<file path="src/rtl/inst_loader_pkg.sv">
// Shared types and constants for the boot-time instruction loader.
`timescale 1ns/1ps
package inst_loader_pkg;

  localparam int BYTES_PER_WORD = 4;

  typedef enum logic [2:0] {
    LEN_LO,
    LEN_HI,
    DATA,
    WRITE,
    RUN,
    ERR
  } state_t;

endpackage

</file>
<file path="src/rtl/inst_loader_if.sv">
// Byte-stream input and instruction-memory write port of the loader.
`timescale 1ns/1ps
interface inst_loader_if #(
  parameter int ADDR_W = 6
) ();

  logic              in_valid;
  logic [7:0]        in_data;
  logic              in_ready;
  logic              im_we;
  logic [ADDR_W-1:0] im_addr;
  logic [31:0]       im_wdata;

  // master: stream source that also observes the memory writes
  modport master (
    output in_valid, in_data,
    input  in_ready, im_we, im_addr, im_wdata
  );

  // slave: the loader itself
  modport slave (
    input  in_valid, in_data,
    output in_ready, im_we, im_addr, im_wdata
  );

endinterface

</file>
<file path="src/rtl/inst_loader_byte_packer.sv">
// Little-endian byte-to-word assembler: byte k of a word lands in bits [8k+7:8k].
`timescale 1ns/1ps
module inst_loader_byte_packer
  import inst_loader_pkg::*;
(
  input  logic        clk,
  input  logic        rst_n,
  input  logic        clr,
  input  logic        load,
  input  logic [7:0]  din,
  output logic        word_full,
  output logic [31:0] word_nxt
);

  logic [1:0]  cnt;
  logic [31:0] word;

  // Word as it will look once din is merged at the current byte lane
  always_comb begin
    word_nxt            = word;
    word_nxt[8*cnt +: 8] = din;
  end

  // High on the load that completes the word; word_nxt then holds all 4 bytes
  assign word_full = load && (cnt == 2'(BYTES_PER_WORD - 1));

  // Byte counter and partial-word register; counter wraps naturally after 4 loads
  always_ff @(posedge clk or negedge rst_n) begin
    if (!rst_n) begin
      cnt  <= '0;
      word <= '0;
    end else if (clr) begin
      cnt  <= '0;
      word <= '0;
    end else if (load) begin
      cnt  <= cnt + 2'd1;
      word <= word_nxt;
    end
  end

endmodule

</file>
<file path="src/rtl/inst_loader.sv">
// Boot loader: takes LEN (16-bit LE) then LEN little-endian words, writes them to
// instruction memory from address 0, then releases the CPU reset.
`timescale 1ns/1ps
module inst_loader
  import inst_loader_pkg::*;
#(
  parameter int ADDR_W = 6
) (
  input  logic            clk,
  input  logic            rst_n,
  inst_loader_if.slave    bus,
  output logic            cpu_rst_n,
  output logic            load_done,
  output logic            load_err,
  output logic [ADDR_W:0] words_loaded
);

  localparam int DEPTH = 1 << ADDR_W;

  state_t            state;
  logic [7:0]        len_lo;
  logic [15:0]       len;
  logic [15:0]       len_nxt;
  logic [ADDR_W-1:0] idx;
  logic              in_ready_q;
  logic              im_we_q;
  logic [ADDR_W-1:0] im_addr_q;
  logic [31:0]       im_wdata_q;
  logic              cpu_rst_q;
  logic              done_q;
  logic              err_q;
  logic [ADDR_W:0]   words_q;

  logic              acc;
  logic              pk_load;
  logic              pk_clr;
  logic              pk_full;
  logic [31:0]       pk_word;
  logic              last_word;

  assign acc       = bus.in_valid & in_ready_q;
  assign len_nxt   = {bus.in_data, len_lo};
  assign pk_load   = acc && (state == DATA);
  // Fresh word at the start of the image and after every write
  assign pk_clr    = (state == WRITE) || ((state == LEN_HI) && acc);
  assign last_word = ({{(16-ADDR_W){1'b0}}, idx} == (len - 16'd1));

  inst_loader_byte_packer u_packer (
    .clk       (clk),
    .rst_n     (rst_n),
    .clr       (pk_clr),
    .load      (pk_load),
    .din       (bus.in_data),
    .word_full (pk_full),
    .word_nxt  (pk_word)
  );

  // Load FSM; every output is registered and set on the edge entering its state
  always_ff @(posedge clk or negedge rst_n) begin
    if (!rst_n) begin
      state      <= LEN_LO;
      len_lo     <= '0;
      len        <= '0;
      idx        <= '0;
      in_ready_q <= 1'b0;
      im_we_q    <= 1'b0;
      im_addr_q  <= '0;
      im_wdata_q <= '0;
      cpu_rst_q  <= 1'b0;
      done_q     <= 1'b0;
      err_q      <= 1'b0;
      words_q    <= '0;
    end else begin
      im_we_q <= 1'b0;
      case (state)
        LEN_LO: begin
          in_ready_q <= 1'b1;
          if (acc) begin
            len_lo <= bus.in_data;
            state  <= LEN_HI;
          end
        end
        LEN_HI: begin
          if (acc) begin
            len <= len_nxt;
            if (len_nxt == 16'd0) begin
              state      <= RUN;
              in_ready_q <= 1'b0;
              cpu_rst_q  <= 1'b1;
              done_q     <= 1'b1;
            end else if (len_nxt > 16'(DEPTH)) begin
              state      <= ERR;
              in_ready_q <= 1'b0;
              err_q      <= 1'b1;
            end else begin
              state <= DATA;
              idx   <= '0;
            end
          end
        end
        DATA: begin
          if (pk_full) begin
            state      <= WRITE;
            in_ready_q <= 1'b0;
            im_we_q    <= 1'b1;
            im_addr_q  <= idx;
            im_wdata_q <= pk_word;
          end
        end
        WRITE: begin
          words_q <= words_q + 1'b1;
          if (last_word) begin
            state     <= RUN;
            cpu_rst_q <= 1'b1;
            done_q    <= 1'b1;
          end else begin
            idx        <= idx + 1'b1;
            state      <= DATA;
            in_ready_q <= 1'b1;
          end
        end
        RUN, ERR: in_ready_q <= 1'b0;
        default:  state      <= LEN_LO;
      endcase
    end
  end

  assign bus.in_ready  = in_ready_q;
  assign bus.im_we     = im_we_q;
  assign bus.im_addr   = im_addr_q;
  assign bus.im_wdata  = im_wdata_q;
  assign cpu_rst_n     = cpu_rst_q;
  assign load_done     = done_q;
  assign load_err      = err_q;
  assign words_loaded  = words_q;

endmodule

</file>
<file path="src/flat_wrapper.sv">
// flat-port wrapper written by rule: the top's interface ports become plain ports
module inst_loader_flat import inst_loader_pkg::*;
#(
  parameter int ADDR_W = 6
)
  (clk, rst_n, cpu_rst_n, load_done, load_err, words_loaded, bus_in_valid, bus_in_data, bus_in_ready, bus_im_we, bus_im_addr, bus_im_wdata);
  inst_loader_if #(.ADDR_W(ADDR_W)) bus_i ();
  input  logic clk;
  input  logic rst_n;
  output logic cpu_rst_n;
  output logic load_done;
  output logic load_err;
  output logic [ADDR_W:0] words_loaded;
  input wire logic [$bits(bus_i.in_valid)-1:0] bus_in_valid;
  input wire logic [$bits(bus_i.in_data)-1:0] bus_in_data;
  output wire logic [$bits(bus_i.in_ready)-1:0] bus_in_ready;
  output wire logic [$bits(bus_i.im_we)-1:0] bus_im_we;
  output wire logic [$bits(bus_i.im_addr)-1:0] bus_im_addr;
  output wire logic [$bits(bus_i.im_wdata)-1:0] bus_im_wdata;
  assign bus_i.in_valid = bus_in_valid;
  assign bus_i.in_data = bus_in_data;
  assign bus_in_ready = bus_i.in_ready;
  assign bus_im_we = bus_i.im_we;
  assign bus_im_addr = bus_i.im_addr;
  assign bus_im_wdata = bus_i.im_wdata;
  inst_loader #(.ADDR_W(ADDR_W)) u_core (.clk(clk), .rst_n(rst_n), .bus(bus_i), .cpu_rst_n(cpu_rst_n), .load_done(load_done), .load_err(load_err), .words_loaded(words_loaded));
endmodule
</file>
<file path="config.mk">
export PLATFORM = sky130hd
export DESIGN_NAME = inst_loader_flat
export DESIGN_NICKNAME = d
export VERILOG_FILES = /design/src/rtl/inst_loader_pkg.sv /design/src/rtl/inst_loader_if.sv /design/src/rtl/inst_loader_byte_packer.sv /design/src/rtl/inst_loader.sv /design/src/flat_wrapper.sv
export SDC_FILE = /design/constraint.sdc
export NUM_CORES = 1
export LEC_CHECK = 0
export ABC_CLOCK_PERIOD_IN_PS = 2400
export CAP_MARGIN = 20
export CORE_UTILIZATION = 35
export DETAILED_ROUTE_END_ITERATION = 7
export GPL_ROUTABILITY_DRIVEN = 0
export PLACE_DENSITY = 0.57
export SLEW_MARGIN = 10
export SYNTH_ARGS = -nofsm -noshare
export SYNTH_HDL_FRONTEND = slang
export SYNTH_SLANG_ARGS = --single-unit
</file>
<file path="constraint.sdc">
create_clock -name clk -period 2.4 [get_ports clk]
set_input_delay 0.72 -clock clk [delete_from_list [all_inputs] [get_ports clk]]
set_output_delay 0.72 -clock clk [all_outputs]
set_load 0.05 [all_outputs]
</file>
After elaboration in Yosys (flattened, before gate mapping)
Cells that the tools add are included.
{"block": "word_totals", "output_inout_bits": 50, "reg_bits": 116, "inputBits": 11}
{"block": "op_classes", "muxes": 29, "bitwise": 3, "reduce_logical": 18, "n_lt_le_gt_ge": 1, "shifts": 2, "n_addsub": 5, "n_eq_ne": 16}
{"op": "32-bit 2-to-1 mux", "n": 2}
{"op": "5-bit negation with 34-bit output", "n": 1}
{"op": "8-bit by 34-bit variable shift with 32-bit output, first input constant", "n": 1}
{"op": "8-bit by 34-bit indexed part select with 32-bit output", "n": 1}
{"op": "32-bit bitwise mux", "n": 1}
{"op": "6-bit 2-to-1 mux", "n": 4}
{"op": "3-bit 2-to-1 mux", "n": 6}
{"op": "6-bit by 16-bit == test with 1-bit output", "n": 1}
{"op": "16-bit by 7-bit greater-than comparator with 1-bit output, second input constant", "n": 1}
{"op": "16-bit logical NOT", "n": 1}
{"op": "16-bit by 1-bit subtractor with 16-bit output, second input constant", "n": 1}
{"op": "3-bit case mux with 5 select lines", "n": 1}
{"op": "6-bit case mux with 2 select lines", "n": 1}
{"op": "4-bit AND reduction", "n": 3}
{"op": "1-bit 2-to-1 mux", "n": 10}
{"op": "5-bit AND reduction", "n": 2}
{"op": "2-bit by 1-bit != test with 1-bit output, second input constant", "n": 4}
{"op": "2-bit != test, second input constant", "n": 4}
{"op": "7-bit by 1-bit adder with 7-bit output, second input constant", "n": 1}
{"op": "6-bit by 1-bit adder with 6-bit output, second input constant", "n": 1}
{"op": "3-bit by 2-bit == test with 1-bit output, second input constant", "n": 2}
{"op": "3-bit == test, second input constant", "n": 2}
{"op": "2-bit AND reduction", "n": 3}
{"op": "1-bit case mux with 5 select lines", "n": 1}
{"op": "other kinds (14)", "n": 19}

Longest topological paths before layout
{"block": "logic_depth", "word_depth": 5, "ltp_mapped": 10}

Hierarchy
A second synthesis with hierarchy kept.
{"block": "hier_totals", "cells_unflattened": 543, "area_unflattened_um2": 5913.2}
{"module": "inst_loader", "area_each_um2": 3851.2, "seq_area_each_um2": 2052.0, "cells_per_inst": 348, "instances": 1}
{"module": "inst_loader_byte_packer", "area_each_um2": 2062.0, "seq_area_each_um2": 850.8, "cells_per_inst": 195, "instances": 1}

Least setup slack after synthesis
No wires, ideal clock.
{"block": "synth_path", "path_type": "reg2reg", "start": "reg u_core.len[0]", "end": "reg u_core.idx[5]", "required_time_ps": 2326, "path_buffers": 1, "slack_ps": 64, "setup_time_ps": 74, "arrival_time_ps": 2262, "stages_incl_launch_ff": 11, "period_less_slack_ps": 2336, "path_cell_list": "dfrtp_1 -> inv_1 -> ha_1 -> nand2b_4 -> or4_4 -> a2111oi_4 -> o2111ai_1 -> buf_4 -> a31oi_1 -> o21ai_1 -> o21ai_2"}
{"block": "synth_between", "elab_chain_len": 4}
{"item": "start: declaration", "line": "inst_loader.sv:22", "text": "logic [15:0] len;"}
{"item": "start signal: assignment", "line": "inst_loader.sv:85", "text": "len <= len_nxt;"}
{"item": "16-bit by 1-bit subtractor with 16-bit output", "line": "inst_loader.sv:46", "text": "assign last_word = ({{(16-ADDR_W){1'b0}}, idx} == (len - 16'd1));"}
{"item": "6-bit by 16-bit == test with 1-bit output", "line": "inst_loader.sv:46"}
{"item": "2-bit != test (no line)"}
{"item": "5-bit AND reduction (no line)"}
{"item": "end signal: assignment", "line": "inst_loader.sv:117", "text": "idx <= idx + 1'b1;"}
{"item": "end: declaration", "line": "inst_loader.sv:24", "text": "logic [ADDR_W-1:0] idx;"}
Every way passes these cells.
A chain may end at the register's enable or synchronous reset.

Worst setup path in the final report
{"block": "layout_path", "start": "reg u_core.len[4]", "end": "reg u_core.idx[5]"}
The elaborated chain is that of the path after synthesis.

==> Implementation_results.wiki <==
{| class="wikitable"
! Metric !! Value
|-
| Max H-tree Level || 3
|-
| Arrival time at the worst endpoint || 2.65 ns
|-
| Clock-pin slew of the registers on the worst-case setup and hold paths || about 0.07 ns
|-
| Initial detailed-routing violation count || 197
|-
| Clock net sink count || about 110
|-
| Post-layout total power || 3.38 mW
|-
| Top fanout value on the critical path || 6
|-
| Die Span X || 123 um
|-
| Sum of routed wire length over all layers || 12.4 mm
|-
| Worst Hold Slack || 0.290 ns
|-
| Peak per-stage delay on the critical path || 0.52 ns
|-
| Share of the clock period used by the worst path || 98.8%
|-
| Number of distinct library cells after synthesis || between 40 and 50
|-
| Crit path max-delay cell type || sky130_fd_sc_hd__or4_1
|-
| Cell Area, Synth || 5090 sq um
|-
| Unrepaired setup endpoints after global routing || true
|-
| Standard-cell row count || 43
|-
| Layout-stage area growth over the synthesis result || 28.0%
|-
| Area of the placeable core || 14000 sq um
|-
| Internal power component || 2.68 mW
|-
| Share of cells above drive strength 1 || 18.6%
|-
| Count of unresolved DRC violations after routing || 0
|-
| Async SR Flop Fraction || 100%
|-
| Boundary pin count || 61
|-
| Cells along the critical path || or3_4 > or4_1 > a31oi_1 > o2111ai_2 > buf_4 > a31oi_2 > o21ai_1 > o21ai_2
|-
| Mapped Nets || 528
|-
| Main area contributors after synthesis || sky130_fd_sc_hd__dfrtp_1 53%, sky130_fd_sc_hd__mux2_2 5.8%, sky130_fd_sc_hd__nand2_1 5.3%
|-
| Antenna Violating Nets Remaining || 0
|-
| Total clock buffers created by CTS || 9
|-
| Slew at the pin closest to its max-slew limit || a little over 0.6 ns
|-
| Pins over their slew limit || 0
|-
| Pwr/cell area || 519 nW/um^2
|-
| Class of the tightest hold or removal check || input pin to async pin
|-
| Gate count of the mapped netlist || 509
|-
| Initial Utilization || 36.2%
|-
| IR Drop Worst-Case VDD || about 0.00036 V
|-
| Global-route wire length before repair || 20.3 mm
|-
| Clock share of power || 43.0%
|-
| Routed length per placed instance || 16.1 um
|-
| Gr usage total || 17.6%
|-
| Net count reported at finish || approximately 610
|-
| Final setup violation count || 0
|-
| Area of all placed cells without fillers || 6520 sq um
|-
| Crit. Startpoint || u_core.len[4]
|-
| Die area || 15000 sq um
|-
| Vias || 3994
|-
| Synth Area per Inst || around 10 sq um
|-
| Net switching power figure || 0.695 mW
|-
| Register area share after synthesis || between 50% and 60%
|-
| Die H || 123 um
|-
| Yosys top cell by area || sky130_fd_sc_hd__dfrtp_1
|-
| Max_slew headroom || 58.8%
|-
| Reg-to-Reg Start || u_core.len[4]
|-
| Number of global-route vias before repair || 4041
|-
| Class of the most critical setup path || register to register
|-
| Type of element launching the critical path || register
|-
| Clock tree from TritonCTS || yes
|-
| Hold Fails Final Rpt || 0
|-
| Part of the power in registers || 53.8%
|-
| Count of state elements after synthesis || between 100 and 150
|-
| Final-layout fill cell count || 1327
|-
| Number of enable-type register cells in the synthesized netlist || 0
|-
| # Max-Cap Violations || 0
|-
| Yosys top cell area share || 53.1%
|-
| Required time at the endpoint of the critical path || 2.68 ns
|-
| Global route total overflow || 0
|-
| Detailed-routing iteration count for the pre-antenna-repair pass || 4
|-
| Run status || complete, no violations
|-
| Placement Cell Area || 6110 sq um
|-
| Static Leakage || 2.85 nW
|-
| Primary FF master, synth || sky130_fd_sc_hd__dfrtp_1
|-
| Worst-Skew Late Latency || 0.35 ns
|-
| Worst clock skew on the final layout || 0.00695 ns
|-
| Maximum achievable frequency || 422 MHz
|-
| Synthesis warning total || 0
|-
| Post-CTS Hold Buffers || 0
|-
| Detail-routed via count per cell || 5.19
|-
| Initial antenna violation count || 0
|-
| Summed negative setup slack over all endpoints || 0 ns
|-
| Root buffer cell || sky130_fd_sc_hd__clkbuf_16
|-
| Max clock buf depth || 2
|-
| Diode insertion count for antenna repair || 0
|-
| Estimated wirelength of the detail-placed design || a little under 9 mm
|-
| Post-layout min period || 2.37 ns
|-
| Switching part of the total || 20.6%
|-
| Maximum number of pins on one net before global-route repair || 50
|-
| Portion of total power attributed to combinational logic || 3.1%
|-
| Worst Setup End Kind || register
|-
| Port bufs || 60
|}
per-stage QoR:
stage                     setup WS [ns]  instances  utilization, %
final                            0.0287        770            46.4
after detailed placement         -0.294        750            43.5
after CTS                      -0.00677        768            45.8
after floorplan                  0.0635        509               -
after global placement           -0.183        750            43.5
after global routing            -0.0554        770            46.4
path summary, 6_finish.rpt:
kind | endpoint | slack (ns) | depth (start not counted)
max reg2reg | u_core.idx[5] | 0.03 | 8
min in group clk | u_core.words_loaded[6] | 0.47 | 1
max | u_core.idx[5] | 0.03 | 8
max in group asynchronous | u_core.u_packer.word[2] | 1.46 | 2
min | u_core.bus.im_wdata[24] | 0.29 | 1
min reg2reg | u_core.words_loaded[6] | 0.47 | 1
state kept, by name, summed over array words and instances (netlist names), 2 cells and up:
register	flops
u_core.state	3
u_core.len	16
u_core.u_packer.cnt	2
u_core.bus.im_addr	6
u_core.u_packer.word	24
u_core.idx	6
u_core.len_lo	8
u_core.bus.im_wdata	32
u_core.words_loaded	7
layer usage:
layer	GRT usage, %	vias up	part of all wire, %
li1	-	1927	-
met1	22.5	1979	46
met2	29.6	75	50
met3	4.00	13	3.3
met4	5.18	0	1.2
met5	0	-	0
layout by cell type, fill, tap and decap left out, types with 2 or more instances in the layout:
master,instances
sky130_fd_sc_hd__a211oi_1,2
sky130_fd_sc_hd__a21oi_1,26
sky130_fd_sc_hd__a21oi_2,2
sky130_fd_sc_hd__a22oi_1,24
sky130_fd_sc_hd__a31oi_1,4
sky130_fd_sc_hd__and2_1,6
sky130_fd_sc_hd__buf_12,4
sky130_fd_sc_hd__buf_4,39
sky130_fd_sc_hd__clkbuf_1,3
sky130_fd_sc_hd__clkbuf_16,9
sky130_fd_sc_hd__clkdlybuf4s50_1,59
sky130_fd_sc_hd__dfrtp_1,107
sky130_fd_sc_hd__ha_1,7
sky130_fd_sc_hd__inv_1,7
sky130_fd_sc_hd__inv_2,2
sky130_fd_sc_hd__mux2_2,26
sky130_fd_sc_hd__nand2_1,71
sky130_fd_sc_hd__nand2b_1,2
sky130_fd_sc_hd__nand3_1,3
sky130_fd_sc_hd__nand4_1,4
sky130_fd_sc_hd__nor2_1,35
sky130_fd_sc_hd__nor2b_1,24
sky130_fd_sc_hd__nor3_1,5
sky130_fd_sc_hd__nor3_2,2
sky130_fd_sc_hd__nor4_1,4
sky130_fd_sc_hd__nor4_2,5
sky130_fd_sc_hd__o21ai_0,45
sky130_fd_sc_hd__o21ai_1,5
sky130_fd_sc_hd__o31ai_1,2
sky130_fd_sc_hd__or2_2,4
sky130_fd_sc_hd__or3_4,2
sky130_fd_sc_hd__or4_4,2
sky130_fd_sc_hd__xnor2_1,12
sky130_fd_sc_hd__xor2_1,8
cell usage after synthesis, drive strengths merged (9+ instances only):
cell and count:
dfrtp 108, nor2 35, nor4 9, xnor2 12, a21oi 28, clkbuf 34, nand2 72, inv 9
mux2 26, nor2b 24, o21ai 51, a22oi 24
power groups by stage:
stage / combinational, mW / clock [mW] / sequential [mW]
after global routing: 0.118 / 1.55 / 1.82
final: 0.106 / 1.45 / 1.82
after detailed placement: 0.109 / 0 / 1.85
after global placement: 0.108 / 0 / 1.85
after floorplan: 0.0191 / 0 / 1.85
after CTS: 0.109 / 1.49 / 1.82
cells by family (layout without fill, tap and decap cells):
logic type | after synthesis | count (layout) | share of synthesized area [%]
DFF | 108 | 108 | 53.1
xor gates and xnor gates | 20 | 20 | 3.44
muxes | 26 | 26 | 5.75
and+or+nand+nor | 178 | 178 | 17.3
AOI/OAI and AO/OA | 124 | 124 | 15.0
buffers and inverters | 45 | 126 | 3.47
adders and majority gates | 8 | 8 | 1.97
final cells by class:
class | instances | area, sq um | share of cell area, %
clock inverters | 2 | 35.0 | 0.538
well taps | 180 | 225 | 3.46
multi-input cells | 356 | 2300 | 35.4
repair buffers | 102 | 963 | 14.8
flip-flops and latches | 108 | 2700 | 41.5
clock buffers | 13 | 250 | 3.84
inverters | 9 | 33.8 | 0.519
repair_timing:
item                       in CTS  in global routing
resized for setup               9                 13
hold endpoints to repair        0                  0
buffers inserted                3                  2
cloned                          0                  0
setup endpoints to repair       5                 10
pin swaps                       4                  4
worst max-delay path, delay by kind of cell, from the launching register on:
family / cells / cell delay [ns]
DFF: 1 / 0.46
AOI/OAI and AO/OA: 5 / 0.70
buffers and inverters: 1 / 0.20
and+or+nand+nor: 2 / 0.96
(Power assumes the default switching activity.)
